--- src/rtl/bundle_pkg.sv ---
// Shared definitions for bundle decode: unit codes, template table, slot field ranges, decode bus layout.
package bundle_pkg;

  typedef enum logic [2:0] {
    NUnit = 3'd0,
    BUnit = 3'd1,
    IUnit = 3'd2,
    FUnit = 3'd3,
    MUnit = 3'd4
  } unit_e;

  localparam int SLOT_W     = 40;
  localparam int SLOT0_LSB  = 0;
  localparam int SLOT1_LSB  = 40;
  localparam int SLOT2_LSB  = 80;
  localparam int TMPL_LSB   = 120;
  localparam int TMPL_W     = 8;
  localparam int TMPL_ENT_W = 10;
  localparam int TMPL_NUM   = 128;

  typedef struct packed {
    logic [3:0] opc;
    logic [7:0] imm;
    logic [5:0] rb;
    logic [5:0] ra;
    logic [5:0] rt;
    logic [3:0] ext;
    logic [5:0] qp;
    logic       br;
    logic       mem;
    logic       fp;
    logic       alu;
    logic       wr_rt;
    logic       dbg;
  } dec_t;

  localparam int IBTOP = $bits(dec_t) - 1;

  typedef struct packed {
    logic       ill;
    logic [2:0] u2;
    logic [2:0] u1;
    logic [2:0] u0;
  } tmpl_ent_t;

  // Template index is a base-5 number u0 + 5*u1 + 25*u2; codes 125..127 are unassigned.
  function automatic logic [TMPL_NUM*TMPL_ENT_W-1:0] gen_tmpl_table();
    logic [TMPL_NUM*TMPL_ENT_W-1:0] t;
    t = '0;
    for (int i = 0; i < TMPL_NUM; i++) begin
      if (i >= 125) t[i*TMPL_ENT_W +: TMPL_ENT_W] = 10'h200;
      else          t[i*TMPL_ENT_W +: TMPL_ENT_W] = {1'b0, 3'(i / 25), 3'((i / 5) % 5), 3'(i % 5)};
    end
    return t;
  endfunction

  localparam logic [TMPL_NUM*TMPL_ENT_W-1:0] TMPL_TABLE = gen_tmpl_table();

  // Template byte values with the top bit set fall outside the table and are illegal.
  function automatic tmpl_ent_t tmpl_lookup(input logic [TMPL_W-1:0] tmpl);
    tmpl_ent_t e;
    e = tmpl_ent_t'(TMPL_TABLE[int'(tmpl[6:0])*TMPL_ENT_W +: TMPL_ENT_W]);
    if (tmpl[7]) e.ill = 1'b1;
    return e;
  endfunction

endpackage

--- src/rtl/bundle_decode_sequencer_idecoder.sv ---
// Purpose: combinational slot decoder producing the packed decode bus.
// Latency: zero cycles, purely combinational.
// Backpressure: none; the caller registers the result only when it advances.
module bundle_decode_sequencer_idecoder
  import bundle_pkg::*;
(
  input  logic [2:0]        unit,
  input  logic [SLOT_W-1:0] instr,
  input  logic              debug_on,
  output dec_t              dec
);

  always_comb begin
    dec       = '0;
    dec.opc   = instr[39:36];
    dec.imm   = instr[35:28];
    dec.rb    = instr[27:22];
    dec.ra    = instr[21:16];
    dec.rt    = instr[15:10];
    dec.ext   = instr[9:6];
    dec.qp    = instr[5:0];
    dec.br    = (unit == BUnit);
    dec.mem   = (unit == MUnit);
    dec.fp    = (unit == FUnit);
    dec.alu   = (unit == IUnit);
    // Branches and NOPs never write a general register, and r0 is not a real target.
    dec.wr_rt = (instr[15:10] != 6'd0) && (unit != BUnit) && (unit != NUnit);
    dec.dbg   = debug_on;
  end

endmodule

--- src/rtl/bundle_decode_sequencer.sv ---
// Purpose: holds one instruction bundle and issues its live slots one per cycle through a shared decoder.
// Latency: first slot presented one cycle after bundle accept; sustained 1 slot/cycle.
// Backpressure: out_ready_i low freezes the output register and the pending mask; in_ready_o drops while more than one slot remains.
module bundle_decode_sequencer
  import bundle_pkg::*;
#(
  parameter int AMSB     = 63,
  parameter bit SKIP_NOP = 1'b1
) (
  input  logic              clk_i,
  input  logic              rst_i,
  input  logic              flush_i,
  input  logic              in_valid_i,
  output logic              in_ready_o,
  input  logic [127:0]      in_bundle_i,
  input  logic [AMSB:0]     in_pc_i,
  input  logic [1:0]        in_pt_slot_i,
  input  logic              debug_on_i,
  output logic              out_valid_o,
  input  logic              out_ready_i,
  output logic [IBTOP:0]    out_bus_o,
  output logic [SLOT_W-1:0] out_instr_o,
  output logic [2:0]        out_unit_o,
  output logic [AMSB:0]     out_pc_o,
  output logic              out_pt_o,
  output logic              out_last_o,
  output logic              ill_tmpl_o
);

  localparam int AW = AMSB + 1;

  typedef enum logic {EMPTY = 1'b0, ISSUE = 1'b1} state_e;

  state_e              state;
  logic [3*SLOT_W-1:0] hold_slots;
  logic [8:0]          hold_units;
  logic [AMSB:0]       hold_pc;
  logic [1:0]          hold_pt;
  logic [2:0]          mask;

  logic                hold_v;
  logic                adv;
  logic                mask_one;
  logic                accept;
  tmpl_ent_t           in_ent;
  logic [2:0]          in_live;
  logic [2:0]          in_keep;
  logic [2:0]          in_mask;
  logic [1:0]          sel_idx;
  logic [2:0]          sel_bit;
  logic [SLOT_W-1:0]   sel_slot;
  logic [2:0]          sel_unit;
  dec_t                dec;

  assign hold_v     = (state == ISSUE);
  assign adv        = ~out_valid_o | out_ready_i;
  assign mask_one   = $onehot(mask);
  assign in_ready_o = ~flush_i & (~hold_v | (adv & mask_one));
  assign accept     = in_valid_i & in_ready_o;

  // Slots after the predicted-taken one are dead on arrival, so they never enter the mask.
  always_comb begin
    in_ent  = tmpl_lookup(in_bundle_i[TMPL_LSB +: TMPL_W]);
    in_live = SKIP_NOP ? {in_ent.u2 != NUnit, in_ent.u1 != NUnit, in_ent.u0 != NUnit} : 3'b111;
    case (in_pt_slot_i)
      2'd0:    in_keep = 3'b001;
      2'd1:    in_keep = 3'b011;
      default: in_keep = 3'b111;
    endcase
    in_mask = in_ent.ill ? 3'b000 : (in_live & in_keep);
  end

  always_comb begin
    sel_idx = 2'd0;
    sel_bit = 3'b001;
    if (mask[0]) begin
      sel_idx = 2'd0;
      sel_bit = 3'b001;
    end else if (mask[1]) begin
      sel_idx = 2'd1;
      sel_bit = 3'b010;
    end else if (mask[2]) begin
      sel_idx = 2'd2;
      sel_bit = 3'b100;
    end
    sel_slot = hold_slots[sel_idx*SLOT_W +: SLOT_W];
    sel_unit = hold_units[sel_idx*3 +: 3];
  end

  bundle_decode_sequencer_idecoder u_idecoder (
    .unit     (sel_unit),
    .instr    (sel_slot),
    .debug_on (debug_on_i),
    .dec      (dec)
  );

  always_ff @(posedge clk_i) begin
    if (rst_i) begin
      state       <= EMPTY;
      mask        <= '0;
      hold_slots  <= '0;
      hold_units  <= '0;
      hold_pc     <= '0;
      hold_pt     <= '0;
      out_valid_o <= 1'b0;
      out_bus_o   <= '0;
      out_instr_o <= '0;
      out_unit_o  <= '0;
      out_pc_o    <= '0;
      out_pt_o    <= 1'b0;
      out_last_o  <= 1'b0;
      ill_tmpl_o  <= 1'b0;
    end else if (flush_i) begin
      state       <= EMPTY;
      mask        <= '0;
      out_valid_o <= 1'b0;
      ill_tmpl_o  <= 1'b0;
    end else begin
      ill_tmpl_o <= accept & in_ent.ill;
      if (adv) begin
        out_valid_o <= hold_v;
        if (hold_v) begin
          out_bus_o   <= dec;
          out_instr_o <= sel_slot;
          out_unit_o  <= sel_unit;
          out_pc_o    <= hold_pc | AW'(sel_idx);
          out_pt_o    <= ({1'b0, sel_idx} == {1'b0, hold_pt});
          out_last_o  <= mask_one;
        end
      end
      // Accept only happens when the held bundle is empty or issuing its final slot.
      if (accept) begin
        hold_slots <= in_bundle_i[3*SLOT_W-1:0];
        hold_units <= {in_ent.u2, in_ent.u1, in_ent.u0};
        hold_pc    <= in_pc_i;
        hold_pt    <= in_pt_slot_i;
        mask       <= in_mask;
        state      <= (in_mask != 3'b000) ? ISSUE : EMPTY;
      end else if (hold_v && adv) begin
        mask <= mask & ~sel_bit;
        if (mask_one) state <= EMPTY;
      end
    end
  end

endmodule

--- config.mk ---
export PLATFORM = sky130hd
export DESIGN_NAME = bundle_decode_sequencer
export DESIGN_NICKNAME = d
export VERILOG_FILES = /design/src/rtl/bundle_pkg.sv /design/src/rtl/bundle_decode_sequencer_idecoder.sv /design/src/rtl/bundle_decode_sequencer.sv
export SDC_FILE = /design/constraint.sdc
export NUM_CORES = 1
export LEC_CHECK = 0
export CAP_MARGIN = 20
export CELL_PAD_IN_SITES_DETAIL_PLACEMENT = 1
export CELL_PAD_IN_SITES_GLOBAL_PLACEMENT = 2
export CORE_MARGIN = 2
export CORE_UTILIZATION = 29
export CTS_CLUSTER_DIAMETER = 80
export DETAILED_ROUTE_END_ITERATION = 10
export GPL_TIMING_DRIVEN = 0
export PLACE_DENSITY_LB_ADDON = 0.1
export SLEW_MARGIN = 20
export SYNTH_ARGS = -nofsm -noshare
export SYNTH_HDL_FRONTEND = slang
export SYNTH_SLANG_ARGS = --single-unit
--- constraint.sdc ---
create_clock -name clk_i -period 5.4 [get_ports clk_i]
set_input_delay 0.54 -clock clk_i [delete_from_list [all_inputs] [get_ports clk_i]]
set_output_delay 0.54 -clock clk_i [all_outputs]
set_load 0.02 [all_outputs]
==> results of run 1 <==
==> metrics by stage <==
step,instance area (µm²),power (mW),hold slack (ns),setup slack (ns)
after global routing,18700,5.75,0.465,1.86
after detailed placement,17500,3.09,0.444,1.55
final,18700,5.52,0.446,2.01
after CTS,18700,5.61,0.448,1.96
after global placement,17500,3.08,0.436,1.58
after floorplan,13200,2.77,0.432,2.80
==> worst max-delay path, delay by kind of cell (launching register included) <==
| family | cells | cell delay [ns] |
|---|---|---|
| flip-flops | 1 | 0.41 |
| AO/OA/AOI/OAI | 1 | 0.28 |
| adder cells (fa/ha/maj) | 1 | 0.48 |
| buffers and inverters | 2 | 0.73 |
| AND/OR/NAND/NOR | 2 | 0.42 |
==> Yosys cell counts (all sizes together), types with 7 or more instances <==
| master | instances | share of area [%] |
|---|---|---|
| nand2b | 13 | 0.62 |
| o211ai | 38 | 2.2 |
| nor2b | 8 | 0.38 |
| buf | 78 | 3.9 |
| nor3 | 11 | 0.54 |
| nand2 | 608 | 17 |
| nand3 | 7 | 0.27 |
| inv | 10 | 0.28 |
| dfxtp | 316 | 48 |
| clkbuf | 97 | 2.8 |
| mux2i | 49 | 3.7 |
| a21oi | 323 | 12 |
| o21ai | 13 | 0.49 |
| nor2 | 49 | 1.4 |
==> metal layers <==
layer  global-route usage [%]  vias to the layer above  part of all wire [%]
met5                        0                        -                     0
met4                     6.74                        0                   2.2
met2                     37.3                      275                    48
met1                     29.1                     6185                    46
met3                     3.41                       64                   3.9
li1                         -                     6437                     -
==> final timing paths <==
kind | from | to | slack (ns) | cells past startpoint
min reg2reg | hold_pc[58] | out_pc_o[58] | 0.45 | 2
max | mask[0] | in_ready_o | 2.01 | 6
min | hold_pc[58] | out_pc_o[58] | 0.45 | 2
max reg2reg | mask[0] | hold_slots[116] | 2.15 | 10
==> state kept, by name, summed over array words and instances (netlist names) <==
signal / cells
hold_pt: 2
hold_units: 9
out_pt_o: 1
hold_slots: 120
out_last_o: 1
ill_tmpl_o: 1
out_bus_o: 46
out_valid_o: 1
out_unit_o: 3
hold_v: 1
mask: 3
hold_pc: 64
out_pc_o: 64
==> layout by cell type (no fill, tap or decap), types with 5 or more instances in the layout <==
cell	synthesis	layout
a21oi_1	323	323
a221oi_1	5	5
buf_2	29	29
buf_4	44	44
clkbuf_1	97	104
clkbuf_16	0	39
clkbuf_8	0	9
clkdlybuf4s50_1	0	355
dfxtp_1	316	316
ha_1	5	5
inv_1	10	10
mux2i_1	49	49
nand2_1	608	608
nand2b_1	13	13
nand3_1	7	7
nor2_1	49	49
nor2b_1	8	8
nor3_1	9	9
o211ai_1	38	38
o21a_1	5	5
o21ai_0	9	9
==> cell type report <==
cell class,count,area [µm²]
flip-flops and latches,316,6330
repair buffers,355,3550
fillers,5433,26400
well taps,600,751
multi-input cells,1205,5940
clock inverters,8,73.8
clock buffers,55,1130
inverters,11,41.3
diodes,4,10.0
plain buffers,175,881
==> kinds of logic after synthesis <==
family / after synthesis / share of synthesized area (%)
simple gates: 719 / 21.7
compound gates: 426 / 18.2
flops: 316 / 48.0
buf+inv: 186 / 6.99
mux: 53 / 4.40
fa+ha+maj: 6 / 0.626
xor+xnor: 1 / 0.0664
==> power by group through the flow <==
| stage | Clock (mW) | Sequential [mW] | Combinational [mW] |
|---|---|---|---|
| after floorplan | 0 | 2.49 | 0.285 |
| after global placement | 0 | 2.49 | 0.581 |
| after detailed placement | 0 | 2.50 | 0.587 |
| after CTS | 2.58 | 2.45 | 0.590 |
| after global routing | 2.65 | 2.46 | 0.645 |
| final | 2.49 | 2.45 | 0.583 |
==> impl_metrics.tcl, run 1 <==
set metrics [dict create \
    synthCells 1707 \
    synth_edf_count 0 \
    finish.net_count 2309 \
    wl_per_cell_um 19.3 \
    rows 78 \
    drc 0 \
    syn_to_final_growth_pct 41.8 \
    grt_max_degree 13 \
    yosysSeqAreaShare_pct 48.0 \
    cts_buffers 39 \
    critPathRequiredTime_ns 4.86 \
    seqPwrFrac_pct 44.3 \
    switchingPower_mw 1.37 \
    timing.fmax_mhz 295 \
    rsz0062_at_grt "false" \
    port_buffers 355 \
    syn_area_um2 13200 \
    die_area_um2 47200 \
    pwr-share-clk_pct 45.1 \
    slowest_stage "clkdlybuf4s50_1" \
    clk_transition_reported_paths_ns 0.06 \
    fin_crit_ns 3.39 \
    ant_nets 0 \
    cts_root_buffer "clkbuf_16" \
    tightest_slew_ns 1.04 \
    cts-resized-gates 0 \
    post-route-util_pct 41.5 \
    synth.avg_cell_area_um2 7.73 \
    setup_viol 0 \
    slew_violations 0 \
    clk_path_buf_depth 3 \
    synth_flop_cell "dfxtp_1" \
    via_count 13000 \
    gp_congestion 0.821 \
    grt_use_total_pct 22.1 \
    layout.cells.non_filler 2729 \
    synth_cell_type_count 64 \
    yosysWarnings 0 \
    switching_share_pct 24.8 \
    status "finished clean" \
    synth_nets 1913 \
    maxCapViolCount 0 \
    critPathCaptureType "primary output" \
    crit_arrival_ns 2.85 \
    combPwrFrac_pct 10.6 \
    cts_num_sinks 316 \
    finalCritPeriodShare_pct 62.8 \
    fin_skew_ns 0.0203 \
    layout-drive-gt1-share_pct 6.82 \
    setup_tns_ns 0 \
    clock_latency_ns 0.55 \
    viasPerCell 4.75 \
    grt-ovfl-total 0 \
    critPathLaunchType "flip-flop" \
    io_pins 358 \
    first_pass_iters 5 \
    async_flop_share_pct 0 \
    dr.first_iter.drc_count 620 \
    start_util_pct 29.3 \
    cp_cell_sequence "inv_1, fa_1, nand2b_1, o21ai_1, nor2b_1, clkdlybuf4s50_1" \
    ir_worst_vdd_mv 0.171 \
    internal-power_mw 4.15 \
    placedCellCount 2662 \
    antenna_found_initial 4 \
    critical_path.max_stage_delay_ns 0.64 \
    worst-setup-path-type "flip-flop to primary output" \
    cts_hold_buf 0 \
    dieHeight_um 217 \
    hold_viol 0 \
    powerDensity_nw_per_um2 295 \
    cts_tree "built" \
    hold_class "flip-flop to flip-flop" \
    die_w_um 217 \
    core_um2 45100 \
    cts_post_setup_buffers_inserted 0 \
    grt_pass1_wl_mm 80.3 \
    dp_hpwl_mm 40.5 \
    grt_pass1_vias 13600 \
    wl_mm 52.7 \
    relSlewSlack_pct 30.8 \
    htreeDepth 2 \
    ys_ff_latch 316 \
    crit_fanout 6 \
    p_leak_nw 6.69 \
]
Note: power is estimated with default switching activity, not from simulation.
==> inputs of run 2 (changes only) <==
- CORE_UTILIZATION: 29 -> 27
- clock period: 5.4 -> 3.55 ns (I/O delays scaled with it)
==> impl_metrics.tcl, run 2 (synthesis results as in run 1) <==
set metrics [dict create \
    worst-setup-path-type "flip-flop to flip-flop" \
    port_buffers 355 \
    syn_to_final_growth_pct 42.4 \
    cts-resized-gates 0 \
    crit_fanout 10 \
    setup_viol 0 \
    wl_mm 54.1 \
    final_common_cell "nand2_1" \
    clk_transition_reported_paths_ns 0.06 \
    fin_skew_ns 0.0190 \
    finalCritPeriodShare_pct 91.7 \
    grt_use_total_pct 21.1 \
    design_area_um2 18800 \
    gp_congestion 0.827 \
    cts_tree "built" \
    start_util_pct 27.5 \
    critPathTopFamily "buffers and inverters" \
    clk_path_buf_depth 3 \
    cts_hold_buf 0 \
    hold_class "input pin to flip-flop" \
    reg_top3 "hold_slots (120), hold_pc (64), out_pc_o (64)" \
    dieHeight_um 225 \
    via_count 13000 \
    maxCapViolCount 0 \
    post-route-util_pct 39.2 \
    largest_reg_flops 120 \
    grt_max_degree 13 \
    critical_path.max_stage_delay_ns 0.62 \
    dp_hpwl_mm 41.8 \
    die_w_um 225 \
    grt_pass1_wl_mm 81.3 \
    timing.fmax_mhz 307 \
    cts_buffers 38 \
    largest-register "hold_slots" \
    internal-power_mw 6.44 \
    slew_violations 0 \
    viasPerCell 4.71 \
    setup_slack_ns 0.293 \
    pwr-share-clk_pct 46.3 \
    place_area_um2 17500 \
    finish.net_count 2308 \
    core_um2 47900 \
    die_area_um2 50600 \
    critPathCaptureType "flip-flop" \
    first_pass_iters 4 \
    rsz0062_at_grt "false" \
    grt_pass1_vias 13600 \
    powerDensity_nw_per_um2 458 \
    clock_latency_ns 0.56 \
    switchingPower_mw 2.16 \
    antenna_found_initial 4 \
    hold_viol 0 \
    tightest_slew_ns 1.07 \
    cp_cell_sequence "inv_1, fa_1, nand2b_1, o21ai_1, nor2b_1, nand2_1, clkbuf_1, clkbuf_1, nand2_1, a21oi_1" \
    status "finished clean" \
    power_mw 8.60 \
    cts_post_setup_buffers_inserted 0 \
    critPathRequiredTime_ns 4.03 \
    layout-drive-gt1-share_pct 6.95 \
    switching_share_pct 25.1 \
    critPathLaunchType "flip-flop" \
    seqPwrFrac_pct 43.3 \
    htreeDepth 2 \
    dr.first_iter.drc_count 480 \
    wl_per_cell_um 19.7 \
    most-common-layout-cells "608 x nand2_1, 355 x clkdlybuf4s50_1, 323 x a21oi_1" \
    fin_crit_ns 3.26 \
    rows 80 \
    crit_buf_inv 3 \
    ant_nets 0 \
    combPwrFrac_pct 10.4 \
    ir_worst_vdd_mv 0.315 \
    p_leak_nw 6.73 \
    grt-ovfl-total 0 \
    cts_root_buffer "clkbuf_16" \
    crit_arrival_ns 3.73 \
    cts_num_sinks 316 \
    io_pins 358 \
    pre_cts_ws_ns -0.155 \
    drc 0 \
    slowest_stage "clkbuf_1" \
    relSlewSlack_pct 28.8 \
]
run 2: cell types whose count changed in the layout (fill, tap and decap cells not counted):
cell        before  now
inv_6            1    2
clkbuf_16       39   38
clkinv_4         0    2
diode_2          4    3
bufinv_16        1    3
clkinvlp_4       2    0
clkinv_8         0    1
clkbuf_1       104  105
run 2: routing by layer:
| metal | global-route usage [%] | share of wire (%) | vias to the layer above | wire length, µm |
|---|---|---|---|---|
| met4 | 5.75 | 2.0 | 2 | 1100 |
| met5 | 0 | 0.020 | - | 11 |
| met3 | 3.30 | 4.3 | 62 | 2340 |
| li1 | - | - | 6427 | - |
| met2 | 35.0 | 46 | 287 | 25000 |
| met1 | 28.3 | 47 | 6174 | 25600 |
run 2: cell type report:
type / instances / area (µm²)
fill: 5808 / 29200
multi-input combinational: 1205 / 5940
sequential: 316 / 6330
timing repair buffer: 355 / 3550
clock buffer: 55 / 1100
inverter: 11 / 41.3
clock inverter: 12 / 161
buffer: 175 / 881
antenna: 3 / 7.51
tap: 615 / 769
run 2: power by group through the flow:
stage / sequential (mW) / clock (mW) / combinational, mW
final: 3.72 / 3.99 / 0.893
after detailed placement: 3.80 / 0 / 0.901
after CTS: 3.72 / 4.09 / 0.906
after floorplan: 3.79 / 0 / 0.433
after global placement: 3.79 / 0 / 0.891
after global routing: 3.73 / 4.24 / 0.987
run 2: through the flow:
stage               cells  TNS (ns)  hold WS, ns
floorplan            1707         0        0.432
global placement     2677    -0.192        0.435
detailed placement   2677    -0.216        0.445
CTS                  2744         0        0.310
global route         2746         0        0.339
finish               2747         0        0.347
run 2: tightest hold or removal path: stages:
cell and delay, ns:
clkdlybuf4s50_1 0.40, nand2_1 0.06, a21oi_1 0.05
run 2: path summary, 6_finish.rpt:
path                                  start               to  slack (ns)  cells after the start
worst max-delay path                mask[0]  hold_slots[111]        0.29                     10
worst min register to register  hold_pc[22]     out_pc_o[22]        0.45                      2
worst max register to register      mask[0]  hold_slots[111]        0.29                     10
worst min-delay path            in_pc_i[61]      hold_pc[61]        0.35                      3
